--- src/rtl/roi_band_centroid.sv ---
// roi_band_centroid: X centroid of thresholded pixels for each horizontal band at the bottom of the frame.
// Optional macro CENTROID_WEIGHTED_EN weights every active pixel by its value instead of counting it.
module roi_band_centroid #(
    parameter int unsigned IMG_W     = 640,
    parameter int unsigned IMG_H     = 480,
    parameter int unsigned PIX_W     = 4,
    parameter int unsigned THRESHOLD = 0,
    parameter int unsigned NUM_BANDS = 4,
    parameter int unsigned BAND_H    = 32,
    localparam int unsigned XW       = $clog2(IMG_W),
    localparam int unsigned BW       = (NUM_BANDS > 1) ? $clog2(NUM_BANDS) : 1,
`ifdef CENTROID_WEIGHTED_EN
    localparam int unsigned WEXT     = PIX_W,
`else
    localparam int unsigned WEXT     = 0,
`endif
    localparam int unsigned SPW      = $clog2(BAND_H*IMG_W+1) + WEXT,
    localparam int unsigned SXW      = SPW + XW
) (
    input  logic             clk,
    input  logic             rst_n,
    input  logic             in_valid,
    input  logic             sof,
    input  logic [PIX_W-1:0] pixel_in,
    output logic             out_valid,
    input  logic             out_ready,
    output logic [BW-1:0]    out_band,
    output logic [XW-1:0]    out_centroid_x,
    output logic [SPW-1:0]   out_count,
    output logic             out_lost,
    output logic             frame_done,
    output logic             overrun
);

    localparam int unsigned RW      = $clog2(IMG_H+1);
    localparam int unsigned CW      = $clog2(SXW+1);
    localparam int unsigned ROI_TOP = IMG_H - NUM_BANDS*BAND_H;

    typedef enum logic [1:0] {IDLE, DIV, HOLD} state_t;

    state_t         state;
    logic [XW-1:0]  col, eff_col;
    logic [RW-1:0]  row, eff_row, rel_row;
    logic [SXW-1:0] acc_x, base_x, add_x, slot_x, div_q, q_next;
    logic [SPW-1:0] acc_p, base_p, add_p, slot_p, div_d, div_r, r_next;
    logic [SPW:0]   trial;
    logic [BW-1:0]  band_idx, slot_band, div_band;
    logic [CW-1:0]  div_cnt;
    logic           active, in_roi, last_col, band_end, last_pix, take, slot_full, ge;

    // Beat position decode; a sof beat is always column 0 of row 0
    always_comb begin
        eff_col  = sof ? '0 : col;
        eff_row  = sof ? '0 : row;
        rel_row  = eff_row - RW'(ROI_TOP);
        in_roi   = eff_row >= RW'(ROI_TOP);
        last_col = eff_col == XW'(IMG_W-1);
        band_idx = BW'(rel_row / RW'(BAND_H));
        band_end = in_roi && last_col && ((rel_row % RW'(BAND_H)) == RW'(BAND_H-1));
        last_pix = last_col && (eff_row == RW'(IMG_H-1));
        active   = pixel_in > PIX_W'(THRESHOLD);
        base_x   = sof ? '0 : acc_x;
        base_p   = sof ? '0 : acc_p;
`ifdef CENTROID_WEIGHTED_EN
        add_x    = active ? SXW'(eff_col) * SXW'(pixel_in) : '0;
        add_p    = active ? SPW'(pixel_in) : '0;
`else
        add_x    = active ? SXW'(eff_col) : '0;
        add_p    = active ? SPW'(1) : '0;
`endif
        take     = (state == IDLE) && slot_full;
    end

    // One restoring-division step: shift in the next dividend bit, subtract when it fits
    always_comb begin
        trial  = {div_r, div_q[SXW-1]};
        ge     = trial >= {1'b0, div_d};
        r_next = ge ? SPW'(trial - {1'b0, div_d}) : trial[SPW-1:0];
        q_next = {div_q[SXW-2:0], ge};
    end

    // Raster counters, band accumulators and the single-entry capture slot
    always_ff @(posedge clk or negedge rst_n) begin
        if (!rst_n) begin
            col        <= '0;
            row        <= '0;
            acc_x      <= '0;
            acc_p      <= '0;
            slot_full  <= 1'b0;
            slot_x     <= '0;
            slot_p     <= '0;
            slot_band  <= '0;
            overrun    <= 1'b0;
            frame_done <= 1'b0;
        end else begin
            frame_done <= in_valid && last_pix;
            if (take) slot_full <= 1'b0;
            if (in_valid) begin
                if (last_col) begin
                    col <= '0;
                    row <= (eff_row == RW'(IMG_H-1)) ? '0 : eff_row + RW'(1);
                end else begin
                    col <= eff_col + XW'(1);
                    row <= eff_row;
                end
                if (sof) overrun <= 1'b0;
                if (band_end) begin
                    acc_x <= '0;
                    acc_p <= '0;
                    // A slot being consumed this cycle counts as free
                    if (slot_full && !take) begin
                        overrun <= 1'b1;
                    end else begin
                        slot_full <= 1'b1;
                        slot_x    <= base_x + add_x;
                        slot_p    <= base_p + add_p;
                        slot_band <= band_idx;
                    end
                end else if (in_roi) begin
                    acc_x <= base_x + add_x;
                    acc_p <= base_p + add_p;
                end else begin
                    acc_x <= base_x;
                    acc_p <= base_p;
                end
            end
        end
    end

    // Divider / result FSM
    always_ff @(posedge clk or negedge rst_n) begin
        if (!rst_n) begin
            state          <= IDLE;
            div_q          <= '0;
            div_d          <= '0;
            div_r          <= '0;
            div_band       <= '0;
            div_cnt        <= '0;
            out_valid      <= 1'b0;
            out_band       <= '0;
            out_centroid_x <= '0;
            out_count      <= '0;
            out_lost       <= 1'b1;
        end else begin
            case (state)
                IDLE: begin
                    if (slot_full) begin
                        div_q    <= slot_x;
                        div_d    <= slot_p;
                        div_r    <= '0;
                        div_band <= slot_band;
                        div_cnt  <= '0;
                        state    <= DIV;
                    end
                end
                DIV: begin
                    div_q   <= q_next;
                    div_r   <= r_next;
                    div_cnt <= div_cnt + CW'(1);
                    if (div_cnt == CW'(SXW-1)) begin
                        state          <= HOLD;
                        out_valid      <= 1'b1;
                        out_band       <= div_band;
                        out_count      <= div_d;
                        out_lost       <= div_d == '0;
                        out_centroid_x <= (div_d == '0) ? '0 : q_next[XW-1:0];
                    end
                end
                HOLD: begin
                    if (out_ready) begin
                        out_valid <= 1'b0;
                        state     <= IDLE;
                    end
                end
                default: state <= IDLE;
            endcase
        end
    end

endmodule

--- config.mk ---
export PLATFORM = sky130hd
export DESIGN_NAME = roi_band_centroid
export DESIGN_NICKNAME = d
export VERILOG_FILES = /design/src/rtl/roi_band_centroid.sv
export SDC_FILE = /design/constraint.sdc
export NUM_CORES = 1
export LEC_CHECK = 0
export CAP_MARGIN = 20
export CORE_MARGIN = 10
export CORE_UTILIZATION = 60
export CTS_BUF_LIST = sky130_fd_sc_hd__clkbuf_4 sky130_fd_sc_hd__clkbuf_8
export DETAILED_ROUTE_END_ITERATION = 8
export PLACE_DENSITY = 0.76
export SETUP_SLACK_MARGIN = 0.05
export SLEW_MARGIN = 20
export SYNTH_ARGS = -nofsm -noshare
export SYNTH_HDL_FRONTEND = slang
export SYNTH_SLANG_ARGS = --single-unit
--- constraint.sdc ---
create_clock -name clk -period 4.8 [get_ports clk]
set_clock_uncertainty 0.15 [all_clocks]
set_input_delay 0.96 -clock clk [delete_from_list [all_inputs] [get_ports clk]]
set_output_delay 0.96 -clock clk [all_outputs]
set_load 0.02 [all_outputs]
==> results.toml, run 1 <==
[sta]
final_max_slew_viol_count = 0
hold_violations = 0
max_slew_margin = 0.338
final.setup.worst_slack_ns = 0.850
finalCritPeriodShare = 0.823
worst_pin_slew_ns = 0.993
setup_viol = 0
rsz0062_at_grt = "no"
timing.fmax_mhz = 253
min_period_ns = 3.95
fin_setup_tns_ns = 0

[yosys]
avgSynthCellArea_um2 = 9.39
synth_area_leader_cell = "dfrtp_1"
ys_seq_area_frac = 0.467
yosys-top-cells-area = "dfrtp_1 (46%), nand2_1 (7.0%), o21ai_0 (6.1%), ha_1 (4.0%), a21oi_1 (2.9%)"
synth-compound-area-share = 0.197
synth_ff_type = "dfrtp_1"
synth_top_family_by_area = "simple AND/OR/NAND/NOR gates"
synth_cell_types = 87
synthAdderAreaFrac = 0.0441
muxShareOfSynthArea = 0.0130
syn_nets = 1169
synth-simple-area-share = 0.202
yosysWarningCount = 0
syn_area_um2 = 10600
synth-edff-count = 0
synth-xor-area-share = 0.0357
async_flop_share = 1.00
syn_inst = 1124
yosys.area.top_type_share = 0.465
yosys_register_bits = 197

[pwr]
p_leak_nw = 5.18
power_density_nw_per_um2 = 382
ir_drop_uv = 416

[die]
core-area_um2 = 17300
initial_core_util = 0.610
fp-row-count = 48
die_w_um = 153
io-pin-count = 40
die_y_um = 153
die-area_um2 = 23300

[clock_tree]
ctsHoldBuffers = 0
clock_latency_ns = 0.48
clkTransAtPathRegs_ns = 0.10
cts_made_buffers = 17
ctsResizeCount = 0
post-cts-setup-buffer-count = 0
cts_htree_levels = 4
clk_path_buf_depth = 2
cts_tree = "built"
cts.sinks = 197
root_buffer = "clkbuf_8"

[worst_setup_path]
crit_arrival_ns = 4.21
crit_slowest_cell = "clkdlybuf4s50_1"
cpMostUsedCell = "nor2_1"
worstReg2RegStart = "div_d[5]"
cp-end-kind = "register"
r2r_slack_ns = 1.76
cp.required_ns = 5.06
critPathMaxFanout = 8
crit_chain = "clkdlybuf4s50_1, nor4_1, buf_4, nor2_1, and2_1, inv_1, fa_1, and2b_1, o2111ai_1, a31oi_2, nor2_1, or3b_1, o21ba_2, a31oi_1"
path_class = "in2reg"
critPathLaunchType = "input port"
critPathLaunch = "pixel_in[3]"
crit_path_max_incr_delay_ns = 0.46

[cells_and_area]
drive_gt1_frac = 0.0781
diodes = 0
postLayoutCoreUtil = 0.662
final_area_um2 = 11500
num-nets-final = 1185
synthToLayoutAreaGrowth_pct = 8.57

[place]
finalWeightedCongestion = 0.967
io_buffers = 39
dpl_cell_area_um2 = 11100
pre_cts_ws_ns = 0.386
dp_hpwl_um = 16200

[global_route]
grt_pass1_wl_um = 39600
antenna_found_initial = 0
grt.total_usage = 0.200
grt_pass1_vias = 7798
grt_start_max_net_pins = 120
overflow = 0

[drt]
routed_wl_um = 23300
vias = 8158
drtPass1Iterations = 5
vias_per_cell = 5.92
wire_per_inst_um = 16.9
post-route-drc-count = 0
drt_iter0_markers = 664
ant_nets = 0

[job]
cap_violations = 0

[hold_path]
min_from = "slot_x[12]"
holdCritPathClass = "reg2reg"

[run_status]
outcome = "complete, no violations"
-- stage by stage --
step | total power, W | hold slack [ns] | std cells
2_1_floorplan | 0.00309 | 0.288 | 1124
3_3_place_gp | 0.00334 | 0.306 | 1346
3_5_place_dp | 0.00338 | 0.313 | 1346
4_1_cts | 0.00439 | 0.336 | 1377
5_1_grt | 0.00466 | 0.360 | 1377
6_report | 0.00437 | 0.333 | 1377
-- report_power, final --
group | internal (W) | switching (W) | total (W)
Clock | 0.000421 | 0.000594 | 0.00102
Sequential | 0.00184 | 0.000140 | 0.00198
Combinational | 0.000548 | 0.000826 | 0.00137
-- sequential cells by signal (all words and copies together) (netlist names), 5 cells and up --
name / cells
div_q: 25
slot_x: 25
acc_x: 25
div_d: 15
out_centroid_x: 10
acc_p: 15
row: 9
col: 10
div_cnt: 5
out_count: 15
slot_p: 15
div_r: 15
-- cell usage after synthesis (5+ instances only) --
cell,n
and3b_1,25
dfrtp_1,196
a21oi_1,61
a32oi_1,6
o21a_1,8
and2_1,11
nor3b_1,5
nand4_1,11
xor2_1,17
nand2_1,196
a21o_1,13
a31oi_1,7
nor2_1,46
ha_1,34
xnor2_1,26
a22o_1,28
mux2i_1,7
o21ai_0,128
o31ai_1,15
nor2b_1,25
buf_2,11
nand3_1,30
and3_1,6
clkbuf_1,39
nor3_1,7
nor4_1,7
o21ai_1,9
inv_1,38
nand2b_1,15
-- cell type report --
class	instances	area, um2
sequential	197	4930
tap	225	282
multi-input combinational	828	5210
timing repair buffer	58	532
inverter	38	143
clock buffer	23	298
clock inverter	8	66.3
fill	1455	5840
-- worst max-delay path: cells and delay by family --
family	cells	cell delay (ns)
AOI/OAI and AO/OA	4	0.75
buffers and inverters	3	0.66
adders and majority gates	1	0.46
and+or+nand+nor	6	1.37
-- path summary, 6_finish.rpt --
| path | cells after the start | endpoint |
|---|---|---|
| max | 14 | acc_x[22] |
| min | 2 | slot_x[12] |
| max reg2reg | 9 | div_r[13] |
| min reg2reg | 2 | slot_x[12] |
| max in group asynchronous | 2 | acc_p[12] |
| min in group asynchronous | 1 | div_q[6] |
-- layout by cell type, fill, tap and decap left out, types with 4 or more instances in the layout --
| cell type | count |
|---|---|
| a31oi_1 | 6 |
| clkbuf_8 | 21 |
| nor4_1 | 7 |
| o21a_1 | 8 |
| o31ai_1 | 15 |
| nor2_1 | 46 |
| a32oi_1 | 6 |
| dfrtp_1 | 196 |
| and4b_1 | 4 |
| o21ai_0 | 128 |
| xnor2_1 | 26 |
| buf_4 | 19 |
| a22o_1 | 28 |
| o311ai_2 | 4 |
| a21oi_1 | 61 |
| mux2_2 | 4 |
| and2_1 | 11 |
| nand4_1 | 11 |
| nand2b_1 | 15 |
| inv_1 | 38 |
| o21ai_1 | 9 |
| mux2i_1 | 7 |
| a21o_1 | 13 |
| a2bb2oi_1 | 4 |
| nand3b_1 | 4 |
| nor2b_1 | 25 |
| clkdlybuf4s50_1 | 37 |
| xor2_1 | 17 |
| and3b_1 | 25 |
| nor3b_1 | 5 |
| nor3_1 | 6 |
| nand3_1 | 30 |
| nand2_1 | 196 |
| ha_1 | 34 |
| and3_1 | 6 |
-- routing by layer --
layer / global-route usage / routed length [um] / share of wire
met5: 0 / 0 / 0
met4: 0.0527 / 238 / 0.010
met3: 0.0367 / 937 / 0.040
met2: 0.309 / 10700 / 0.46
met1: 0.284 / 11400 / 0.49
-- cells by family after synthesis --
logic type                 after synthesis
and+or+nand+nor                        417
AOI/OAI and AO/OA                      319
DFF                                    197
buffers and inverters                   99
xor gates and xnor gates                43
adders and majority gates               36
muxes                                   13
Note: power is estimated with default switching activity, not from simulation.
==> run 2: changes to the inputs <==
--- a/config.mk
+++ b/config.mk
@@ -7,10 +7,10 @@
 export LEC_CHECK = 0
 export CAP_MARGIN = 20
 export CORE_MARGIN = 10
-export CORE_UTILIZATION = 60
+export CORE_UTILIZATION = 57
 export CTS_BUF_LIST = sky130_fd_sc_hd__clkbuf_4 sky130_fd_sc_hd__clkbuf_8
 export DETAILED_ROUTE_END_ITERATION = 8
-export PLACE_DENSITY = 0.76
+export PLACE_DENSITY = 0.75
 export SETUP_SLACK_MARGIN = 0.05
 export SLEW_MARGIN = 20
 export SYNTH_ARGS = -nofsm -noshare
==> constraint.sdc (replaced) <==
create_clock -name clk -period 3.4 [get_ports clk]
set_clock_uncertainty 0.15 [all_clocks]
set_input_delay 0.68 -clock clk [delete_from_list [all_inputs] [get_ports clk]]
set_output_delay 0.68 -clock clk [all_outputs]
set_load 0.02 [all_outputs]
==> results.toml, run 2 (synthesis results as in run 1) <==
[place]
dp.cells = 1402
dp_hpwl_um = 17500
pre_cts_ws_ns = -0.414
finalWeightedCongestion = 0.907
io_buffers = 39

[sta]
final_max_slew_viol_count = 0
rsz0062_at_grt = "no"
worst_pin_slew_ns = 0.855
max_slew_margin = 0.424
final.setup.worst_slack_ns = 0.156
timing.fmax_mhz = 308
min_period_ns = 3.24
finalCritPeriodShare = 0.954
setup_viol = 0
hold_violations = 0

[die]
initial_core_util = 0.584
die_y_um = 156
die-area_um2 = 24400
core-area_um2 = 18100
io-pin-count = 40
die_w_um = 156
fp-row-count = 49

[cells_and_area]
register_area_um2 = 4930
synthToLayoutAreaGrowth_pct = 13.4
stdcell_count = 1434
diodes = 0
num-nets-final = 1238
multiInputGateArea_um2 = 5270
largest_registers = "acc_x x25, div_q x25, slot_x x25"
final_cell_mix = "nand2_1 (196), dfrtp_1 (196), o21ai_0 (127)"
num-fill-cells = 1415
drive_gt1_frac = 0.128

[pwr]
p_int_w = 0.00401
power_density_nw_per_um2 = 521
combPwrFrac = 0.317
p_leak_nw = 5.47
ir_drop_uv = 319
swShare = 0.357
p_sw_w = 0.00223
power.share.sequential = 0.447
clkPwrFrac = 0.236

[clock_tree]
cts_tree = "built"
clk_path_buf_depth = 2
cts.sinks = 197
cts_made_buffers = 17
cts_htree_levels = 4
clock_latency_ns = 0.49
root_buffer = "clkbuf_8"
clkTransAtPathRegs_ns = 0.10

[global_route]
grt_start_max_net_pins = 77
overflow = 0
grt_pass1_vias = 8097
grt_pass1_wl_um = 41500
grt.total_usage = 0.207
antenna_found_initial = 0

[job]
cap_violations = 0

[worst_setup_path]
cp.required_ns = 3.66
critPathLaunchType = "input port"
crit_arrival_ns = 3.50
cp-end-kind = "register"
critPathMaxFanout = 8
path_class = "in2reg"

[drt]
drt_iter0_markers = 669
vias_per_cell = 5.83
post-route-drc-count = 0
drtPass1Iterations = 6
routed_wl_um = 24500
ant_nets = 0
vias = 8365
wire_per_inst_um = 17.1

[run_status]
outcome = "complete, no violations"

[hold_path]
holdCritPathClass = "in2async"
## run 2: cell count changes in the layout (fill, tap and decap cells not counted), sizes merged
cell | before | now
bufinv | 0 | 1
clkinv | 2 | 5
buf | 20 | 73
inv | 41 | 40
clkbuf | 24 | 21
## run 2: critical path, stage by stage
cell and delay (ns):
clkdlybuf4s50_1 0.51, nor4_4 0.08, nor2_4 0.14, and2_1 0.17
inv_1 0.07, fa_2 0.38, and2b_1 0.23, o2111ai_2 0.15
a31oi_4 0.27, nor2_2 0.08, or3b_4 0.40, o21ba_2 0.20
a31oi_1 0.13
## run 2: stage by stage
| step | TNS, ns | hold slack [ns] | total power [W] | util | area, um2 |
|---|---|---|---|---|---|
| finish | 0 | 0.0453 | 0.00624 | 0.662 | 12000 |
| global route | 0 | 0.0710 | 0.00664 | 0.662 | 12000 |
| CTS | 0 | 0.0550 | 0.00626 | 0.660 | 11900 |
| detailed placement | -10.61 | 0.304 | 0.00480 | 0.639 | 11600 |
| global placement | -8.71 | 0.298 | 0.00473 | 0.639 | 11600 |
| floorplan | -0.174 | 0.234 | 0.00437 | - | 10600 |
## run 2: cell type report
type / count / share of cell area
clock buffers: 20 / 0.0225
multi-input cells: 828 / 0.440
inverters: 38 / 0.0119
flip-flops and latches: 197 / 0.412
clock inverters: 11 / 0.00857
well taps: 229 / 0.0239
repair buffers: 111 / 0.0808
## run 2: path summary, 6_finish.rpt
check | from | endpoint | slack (ns) | depth (start not counted)
max in group asynchronous | rst_n | acc_x[2] | 2.28 | 2
min in group clk | slot_p[0] | div_d[0] | 0.33 | 2
min | rst_n | out_centroid_x[5] | 0.05 | 1
max | pixel_in[1] | acc_x[22] | 0.16 | 13
min reg2reg | slot_p[0] | div_d[0] | 0.33 | 2
max reg2reg | div_d[0] | div_r[13] | 0.31 | 9
## run 2: timing repair
action / in CTS / in global routing
hold buffers: 0 / 0
buffers inserted: 0 / 1
gates resized for setup: 0 / 6
endpoints found under the setup margin: 0 / 19
endpoints found under the hold margin: 0 / 0
## run 2: metal layers
metal  share of wire  global-route usage
met5               0                   0
met4          0.0074              0.0486
met3           0.043              0.0403
met2            0.47               0.327
met1            0.48               0.289
## run 2: power by group through the flow
stage	clock network, W	registers, W	logic, W
3_5_place_dp	0	0.00283	0.00197
2_1_floorplan	0	0.00278	0.00159
4_1_cts	0.00150	0.00279	0.00197
6_report	0.00147	0.00279	0.00198
3_3_place_gp	0	0.00283	0.00190
5_1_grt	0.00159	0.00282	0.00223
==> run 3: changes to the inputs <==
--- a/config.mk
+++ b/config.mk
@@ -7,12 +7,11 @@
 export LEC_CHECK = 0
 export CAP_MARGIN = 20
 export CORE_MARGIN = 10
-export CORE_UTILIZATION = 57
+export CORE_UTILIZATION = 50
 export CTS_BUF_LIST = sky130_fd_sc_hd__clkbuf_4 sky130_fd_sc_hd__clkbuf_8
 export DETAILED_ROUTE_END_ITERATION = 8
-export PLACE_DENSITY = 0.75
+export PLACE_DENSITY = 0.67
 export SETUP_SLACK_MARGIN = 0.05
-export SLEW_MARGIN = 20
 export SYNTH_ARGS = -nofsm -noshare
 export SYNTH_HDL_FRONTEND = slang
 export SYNTH_SLANG_ARGS = --single-unit
==> results.toml, run 3 (synthesis results as in run 1) <==
[drt]
post-route-drc-count = 0
wire_per_inst_um = 16.4
ant_nets = 0
vias_per_cell = 5.55
drtPass1Iterations = 5
routed_wl_um = 24400
drt_iter0_markers = 696
vias = 8242

[worst_setup_path]
crit_slowest_cell = "dfrtp_1"
cp-end-kind = "register"
critPathMaxFanout = 25
critPathBufInv = 0
crit_arrival_ns = 3.36
cp.required_ns = 3.67
path_class = "reg2reg"
crit_path_max_incr_delay_ns = 0.47
crit_chain = "ha_1, fa_1, nand2b_1, a211oi_2, a2111oi_4, o31ai_4, o21ai_4, or2_4, o211ai_2"
r2r_slack_ns = 0.31
critPathLaunchType = "register"
path_delay_family = "compound AO/OA/AOI/OAI gates"

[sta]
setup_viol = 0
timing.fmax_mhz = 324
hold_violations = 0
rsz0062_at_grt = "no"
max_slew_margin = 0.530
min_period_ns = 3.09
finalCritPeriodShare = 0.909
worst_pin_slew_ns = 0.703
final_max_slew_viol_count = 0

[clock_tree]
cts_tree = "built"
root_buffer = "clkbuf_8"
clk_path_buf_depth = 2
ctsHoldBuffers = 0
clock_latency_ns = 0.48
cts.sinks = 197
clkTransAtPathRegs_ns = 0.11
cts_made_buffers = 17
cts_htree_levels = 4

[die]
die_y_um = 165
initial_core_util = 0.505
die-area_um2 = 27300
io-pin-count = 40
core-area_um2 = 20900
fp-row-count = 53
die_w_um = 165

[cells_and_area]
diodes = 0
final_cell_mix = "dfrtp_1 (196), nand2_1 (194), o21ai_0 (126)"
num-fill-cells = 1841
layout_commonest_cell = "dfrtp_1"
num-nets-final = 1242
largest_registers = "acc_x x25, div_q x25, slot_x x25"
final_area_um2 = 12100
drive_gt1_frac = 0.135
synthToLayoutAreaGrowth_pct = 14.4

[pwr]
p_leak_nw = 5.52
ir_drop_uv = 256
p_total_w = 0.00621
power_density_nw_per_um2 = 515

[global_route]
grt.total_usage = 0.185
antenna_found_initial = 0
grt_pass1_wl_um = 41200
overflow = 0
grt_start_max_net_pins = 63
grt_pass1_vias = 8018

[job]
cap_violations = 0

[place]
dpl_cell_area_um2 = 11600
dp_hpwl_um = 17400
io_buffers = 39
finalWeightedCongestion = 0.899

[run_status]
outcome = "complete, no violations"

[hold_path]
holdCritPathClass = "in2async"
## run 3: what timing repair did
| action | CTS | global route |
|---|---|---|
| setup buffers | 0 | 1 |
| pin swaps | 0 | 5 |
| resized for setup | 1 | 16 |
| setup endpoints to repair | 2 | 24 |
## run 3: layout make-up
class	instances	area, um2	area share
clock buffer	19	255	0.0211
clock inverter	13	111	0.00922
sequential	197	4930	0.408
inverter	38	143	0.0118
tap	275	344	0.0285
timing repair buffer	115	995	0.0824
multi-input combinational	828	5300	0.439
## run 3: worst paths after layout
| kind | start | to | cells after the start |
|---|---|---|---|
| max | div_d[0] | div_r[13] | 9 |
| min | rst_n | out_centroid_x[4] | 1 |
| max reg2reg | div_d[0] | div_r[13] | 9 |
| min reg2reg | out_band[1] | out_band[1] | 2 |
| max in group asynchronous | rst_n | out_lost | 2 |
| min in group clk | out_band[1] | out_band[1] | 2 |
## run 3: power breakdown
| group | switching (W) | internal [W] | leakage [nW] |
|---|---|---|---|
| Clock | 0.000899 | 0.000556 | 0.181 |
| Sequential | 0.000207 | 0.00260 | 2.69 |
| Combinational | 0.00116 | 0.000790 | 2.65 |
| Total | 0.00227 | 0.00395 | 5.52 |
## run 3: metal layers
| metal | track usage | wire, um | up-vias |
|---|---|---|---|
| met1 | 0.260 | 11800 | 3969 |
| met2 | 0.289 | 11300 | 140 |
| met5 | 0 | 0 | - |
| li1 | - | - | 4111 |
| met4 | 0.0471 | 265 | 0 |
| met3 | 0.0312 | 1030 | 22 |
## run 3: stage by stage
| step | hold slack [ns] | std cells | utilization | worst slack, ns | TNS [ns] |
|---|---|---|---|---|---|
| finish | 0.0166 | 1485 | 0.578 | 0.309 | 0 |
| detailed placement | 0.310 | 1452 | 0.557 | -0.483 | -12.81 |
| global route | 0.0321 | 1485 | 0.578 | 0.196 | 0 |
| floorplan | 0.234 | 1124 | - | -0.0892 | -0.174 |
| global placement | 0.302 | 1452 | 0.557 | -0.347 | -8.96 |
| CTS | 0.0107 | 1484 | 0.575 | 0.0658 | 0 |
